## src/rtl/operator_slot_sequencer.sv

```systemverilog
//------------------------------------------------------------------------------
// operator_slot_sequencer
//   Per-frame time-slot scheduler: walks every bank/operator slot, issuing one
//   slot_valid strobe every CYCLES_PER_SLOT cycles. Optional overrun counter
//   enabled by SEQ_OVERRUN_COUNT_EN.
// Revision: 1.0
//------------------------------------------------------------------------------
`default_nettype none

module operator_slot_sequencer #(
   parameter int NUM_BANKS              = 2,
   parameter int NUM_OPERATORS_PER_BANK = 18,
   parameter int CYCLES_PER_SLOT        = 4,
   localparam int c_BANK_W = (NUM_BANKS > 1) ? $clog2(NUM_BANKS) : 1,
   localparam int c_OP_W   = (NUM_OPERATORS_PER_BANK > 1) ? $clog2(NUM_OPERATORS_PER_BANK) : 1,
   localparam int c_CYC_W  = (CYCLES_PER_SLOT > 1) ? $clog2(CYCLES_PER_SLOT) : 1
) (
   input  logic                i_clk,
   input  logic                i_reset,
   input  logic                i_sample_clk_en,
   input  logic                i_enable,
   input  logic                i_overrun_clr,
   output logic                o_slot_valid,
   output logic [c_BANK_W-1:0] o_bank_num,
   output logic [c_OP_W-1:0]   o_op_num,
   output logic                o_slot_first,
   output logic                o_slot_last,
   output logic                o_busy,
   output logic                o_frame_done,
   output logic                o_overrun
`ifdef SEQ_OVERRUN_COUNT_EN
  ,output logic [15:0]         o_overrun_count
`endif
);

   localparam logic [c_BANK_W-1:0] c_BANK_LAST = c_BANK_W'(NUM_BANKS - 1);
   localparam logic [c_OP_W-1:0]   c_OP_LAST   = c_OP_W'(NUM_OPERATORS_PER_BANK - 1);
   localparam logic [c_CYC_W-1:0]  c_CYC_LAST  = c_CYC_W'(CYCLES_PER_SLOT - 1);
   localparam logic                c_ONE_SLOT  = (NUM_BANKS * NUM_OPERATORS_PER_BANK) == 1;

   typedef enum logic [0:0] {
      S_IDLE = 1'b0,
      S_RUN  = 1'b1
   } state_t;

   state_t              r_state;
   logic [c_CYC_W-1:0]  r_cyc;
   logic [c_OP_W-1:0]   r_op;
   logic [c_BANK_W-1:0] r_bank;
   logic                r_slot_valid;
   logic                r_first;
   logic                r_last;
   logic                r_frame_done;
   logic                r_overrun;

   state_t              w_state;
   logic [c_CYC_W-1:0]  w_cyc;
   logic [c_OP_W-1:0]   w_op;
   logic [c_BANK_W-1:0] w_bank;
   logic                w_slot_valid;
   logic                w_first;
   logic                w_last;
   logic                w_frame_done;
   logic                w_overrun;
   logic                w_ovr_evt;

   always_comb begin
      w_state      = r_state;
      w_cyc        = r_cyc;
      w_op         = r_op;
      w_bank       = r_bank;
      w_slot_valid = 1'b0;
      w_first      = 1'b0;
      w_last       = 1'b0;
      w_frame_done = 1'b0;

      case (r_state)
         S_IDLE: begin
            if (i_sample_clk_en && i_enable) begin
               w_state      = S_RUN;
               w_cyc        = '0;
               w_op         = '0;
               w_bank       = '0;
               w_slot_valid = 1'b1;
               w_first      = 1'b1;
               w_last       = c_ONE_SLOT;
            end
         end
         S_RUN: begin
            if (r_cyc == c_CYC_LAST) begin
               w_cyc = '0;
               if ((r_op == c_OP_LAST) && (r_bank == c_BANK_LAST)) begin
                  // Last slot's final cycle: park counters at zero for the idle phase.
                  w_state      = S_IDLE;
                  w_op         = '0;
                  w_bank       = '0;
                  w_frame_done = 1'b1;
               end else begin
                  if (r_op == c_OP_LAST) begin
                     w_op   = '0;
                     w_bank = r_bank + c_BANK_W'(1);
                  end else begin
                     w_op   = r_op + c_OP_W'(1);
                  end
                  w_slot_valid = 1'b1;
                  w_last       = (w_op == c_OP_LAST) && (w_bank == c_BANK_LAST);
               end
            end else begin
               w_cyc = r_cyc + c_CYC_W'(1);
            end
         end
         default: begin
            w_state = S_IDLE;
         end
      endcase
   end

   // A start request while a frame is running is an overrun; set beats clear.
   assign w_ovr_evt = i_sample_clk_en && (r_state == S_RUN);

   always_comb begin
      w_overrun = r_overrun;
      if (w_ovr_evt) begin
         w_overrun = 1'b1;
      end else if (i_overrun_clr) begin
         w_overrun = 1'b0;
      end
   end

   always_ff @(posedge i_clk or posedge i_reset) begin
      if (i_reset) begin
         r_state      <= S_IDLE;
         r_cyc        <= '0;
         r_op         <= '0;
         r_bank       <= '0;
         r_slot_valid <= 1'b0;
         r_first      <= 1'b0;
         r_last       <= 1'b0;
         r_frame_done <= 1'b0;
         r_overrun    <= 1'b0;
      end else begin
         r_state      <= w_state;
         r_cyc        <= w_cyc;
         r_op         <= w_op;
         r_bank       <= w_bank;
         r_slot_valid <= w_slot_valid;
         r_first      <= w_first;
         r_last       <= w_last;
         r_frame_done <= w_frame_done;
         r_overrun    <= w_overrun;
      end
   end

`ifdef SEQ_OVERRUN_COUNT_EN
   logic [15:0] r_ovr_cnt;
   logic [15:0] w_ovr_cnt;

   always_comb begin
      w_ovr_cnt = r_ovr_cnt;
      if (w_ovr_evt) begin
         if (i_overrun_clr) begin
            w_ovr_cnt = 16'd1;
         end else if (r_ovr_cnt != 16'hFFFF) begin
            w_ovr_cnt = r_ovr_cnt + 16'd1;
         end
      end else if (i_overrun_clr) begin
         w_ovr_cnt = 16'd0;
      end
   end

   always_ff @(posedge i_clk or posedge i_reset) begin
      if (i_reset) begin
         r_ovr_cnt <= 16'd0;
      end else begin
         r_ovr_cnt <= w_ovr_cnt;
      end
   end

   assign o_overrun_count = r_ovr_cnt;
`endif

   assign o_slot_valid = r_slot_valid;
   assign o_bank_num   = r_bank;
   assign o_op_num     = r_op;
   assign o_slot_first = r_first;
   assign o_slot_last  = r_last;
   assign o_busy       = (r_state == S_RUN);
   assign o_frame_done = r_frame_done;
   assign o_overrun    = r_overrun;

endmodule

`default_nettype wire
```

## config.mk

```make
export PLATFORM = sky130hd
export DESIGN_NAME = operator_slot_sequencer
export DESIGN_NICKNAME = d
export VERILOG_FILES = /design/src/rtl/operator_slot_sequencer.sv
export SDC_FILE = /design/constraint.sdc
export NUM_CORES = 1
export LEC_CHECK = 0
export CORE_ASPECT_RATIO = 1.2
export CORE_MARGIN = 4
export CORE_UTILIZATION = 42
export DETAILED_ROUTE_END_ITERATION = 7
export MAX_ROUTING_LAYER = met4
export PLACE_DENSITY = 0.77
export SLEW_MARGIN = 20
export SYNTH_ARGS = -nofsm -noshare
export SYNTH_HDL_FRONTEND = slang
export SYNTH_SLANG_ARGS = --single-unit
```

## constraint.sdc

```tcl
create_clock -name i_clk -period 1.63 [get_ports i_clk]
set_input_delay 0.2445 -clock i_clk [delete_from_list [all_inputs] [get_ports i_clk]]
set_output_delay 0.2445 -clock i_clk [all_outputs]
set_load 0.01 [all_outputs]
```

==> run_results.csv <==
group,metric,value,unit
routing,drc,0,
critical_path,cp-end-kind,"register",
critical_path,rr_startpoint,"o_op_num[0]$_DFFE_PP0P_",
synthesis,yosysTopAreaCell,"dfrtp_1",
critical_path,worstPathRequired,1.84,ns
placed_design,port_buffers,16,
synthesis,syn_area,699,um2
layout,finalNetCount,103,
floorplan,rows,15,
power,p_leak,0.475,nW
grt,grt_util_all_layers,0.140,
grt,antenna_found_initial,0,
floorplan,io_pins,17,
layout,area_delta_synth_final,40.1,%
synthesis,synth_edf_count,0,
synthesis,synth_nets,76,
job,maxCapViolations,0,
cts,clk_pin_slew,0.08,ns
sta,setup_tns,0,ns
layout,drive_gt1_frac,0.301,
routing,ant_nets,0,
critical_path,rrSetupSlack,0.03,ns
synthesis,ys.flop_type,"dfrtp_1",
floorplan,start_util,0.466,
floorplan,die-width,45.3,um
routing,wl_per_cell,12.6,um
synthesis,synth_top_area_frac,0.501,
cts,clock_latency,0.28,ns
floorplan,die_height,52.7,um
sta,timing.hold.ws,0.290,ns
synthesis,avgSynthCellArea,10.4,um2
power,p_per_area,1470,nW/um2
synthesis,ys_async_sr_fraction,1.00,
sta,slew_headroom,0.663,
critical_path,startpoint,"o_op_num[0]$_DFFE_PP0P_",
synthesis,ys_ff_latch,14,
synthesis,synth_area_leaders,"dfrtp_1 (50%), ha_1 (7.2%), o21ai_0 (5.7%)",
routing,dr.pass1.iters,4,
routing,drt-initial-drc-count,17,
critical_path,worstPathMaxFanout,6,
worst_hold_path,min_path_type,"in -> async",
grt,grt_pass1_vias,568,
critical_path,crit_chain,"buf_4, buf_4, ha_1, and4_1, nor4b_4, nor3b_2",
critical_path,slowest_delay,0.41,ns
critical_path,crit_slowest_cell,"dfrtp_2",
layout,n_fill_cell,124,
cts,clock-root-buffer,"clkbuf_4",
cts,cts_hold_buf,0,
layout,post-route-util,0.653,
sta,fin_crit,1.60,ns
sta,tightest_slew,0.505,ns
grt,grt_pass1_wl,2350,um
floorplan,core,1500,um2
outcome,status,"completed",
cts,cts_made_buffers,3,
sta,post-route-period-util,0.982,
cts,cts_buffer_depth,2,
sta,clock.fmax,625,MHz
layout,layout_common_cells,"clkdlybuf4s50_1 (14), dfrtp_1 (12), buf_4 (8), nand2_1 (7)",
sta,hold_viol_final,0,
routing,vias_per_cell,5.35,
critical_path,rr_worst_depth,6,
floorplan,die-area,2380,um2
cts,ctsHtreeMaxLevel,1,
routing,num_vias,588,
critical_path,arrival,1.81,ns
cts,cts_tree,"built",
power,ir_worst_vdd,0.00106,V
synthesis,yosysUniqueCellTypes,26,
critical_path,reg2reg_to,"o_slot_last$_DFF_PP0_",
layout,antenna_cells,0,
cts,clock-sinks,14,
layout,layout_commonest_cell,"clkdlybuf4s50_1",
sta,finClkSkew,0.00189,ns
placed_design,gp_congestion,0.871,
critical_path,critical_path_class,"reg -> reg",
grt,grt_max_degree,15,
sta,slew_violations,0,
placed_design,hpwl,1050,um
critical_path,path_common_cell,"buf_4",
synthesis,ys_warn_count,0,
grt,grt-ovfl-total,0,
routing,routed_wl,1390,um
sta,rsz0062_at_grt,"true",
synthesis,seq_area_frac_synth,0.501,
critical_path,start_kind,"register",
critical_path,crit_path_end,"o_slot_last$_DFF_PP0_",
sta,setup_viol,0,
synthesis,synthCells,67,
-- flip-flops by register name, summed over array words and instances (netlist names) --
signal / flops
o_slot_last: 1
o_busy: 1
o_slot_valid: 1
o_overrun: 1
o_bank_num: 1
o_slot_first: 1
o_op_num: 5
r_cyc: 2
o_frame_done: 1
-- worst min path at each step --
stage	endpoint	cells after the start
5_1_grt	o_op_num[3]$_DFFE_PP0P_	2
6_report	o_op_num[3]$_DFFE_PP0P_	2
3_3_place_gp	o_overrun$_DFFE_PP0P_	2
3_5_place_dp	r_cyc[0]$_DFFE_PP0P_	1
2_1_floorplan	o_bank_num$_DFFE_PP0P_	1
4_1_cts	o_op_num[3]$_DFFE_PP0P_	2
-- final cells by class --
class	count	area (um2)	share of cell area
clock buffers	4	36.3	0.0370
inverters	4	15.0	0.0153
multi-input cells	47	329	0.336
flip-flops and latches	14	353	0.360
well taps	17	21.3	0.0217
repair buffers	24	225	0.230
-- cells by family after synthesis --
| kind of cell | count (synthesis) | synth area share |
|---|---|---|
| compound gates | 15 | 0.125 |
| xor+xnor | 1 | 0.0125 |
| fa+ha+maj | 4 | 0.0716 |
| buf+inv | 6 | 0.0537 |
| flops | 14 | 0.501 |
| mux | 1 | 0.0161 |
| simple gates | 26 | 0.220 |
-- metrics by stage --
stage / total power [W] / std cells / setup WS [ns] / instance area (um2)
after global placement: 0.00112 / 104 / 0.0569 / 905
after global routing: 0.00156 / 110 / -0.0722 / 980
after floorplan: 0.000861 / 67 / 0.0163 / 701
after detailed placement: 0.00114 / 104 / -0.0348 / 905
final: 0.00144 / 110 / 0.0296 / 980
after CTS: 0.00140 / 108 / 0.00913 / 951
-- routing by layer --
layer / GRT usage / vias up / routed length, um
met5: - / - / 0
met4: 0.0732 / 0 / 36
met3: 0.0309 / 5 / 39
met2: 0.203 / 11 / 692
met1: 0.181 / 289 / 622
li1: - / 283 / -
-- synth_stat cells, types with 2 or more instances --
| library cell | instances |
|---|---|
| dfrtp_1 | 14 |
| o21ai_0 | 8 |
| nand2_1 | 7 |
| a21oi_1 | 4 |
| ha_1 | 4 |
| nand3_1 | 4 |
| inv_1 | 3 |
| nor2_1 | 3 |
| buf_6 | 2 |
| nand2b_1 | 2 |
-- worst max-delay path, delay by kind of cell, from the launching register on --
family                   cells  cell delay [ns]
adder cells (fa/ha/maj)      1             0.21
buffers and inverters        2             0.27
flip-flops                   1             0.41
AND/OR/NAND/NOR              3             0.64
-- where the power goes --
part	total (W)	internal (W)	switching, W
clock	0.000246	0.000136	0.000110
sequential	0.000488	0.000437	0.0000511
combinational	0.000703	0.000358	0.000344
-- what timing repair did --
action | in CTS | in global routing
resized for setup | 2 | 10
setup buffers | 0 | 2
hold endpoints to repair | 0 | 0
endpoints found under the setup margin | 2 | 6
pin swaps | 1 | 4
(Power assumes the default switching activity.)
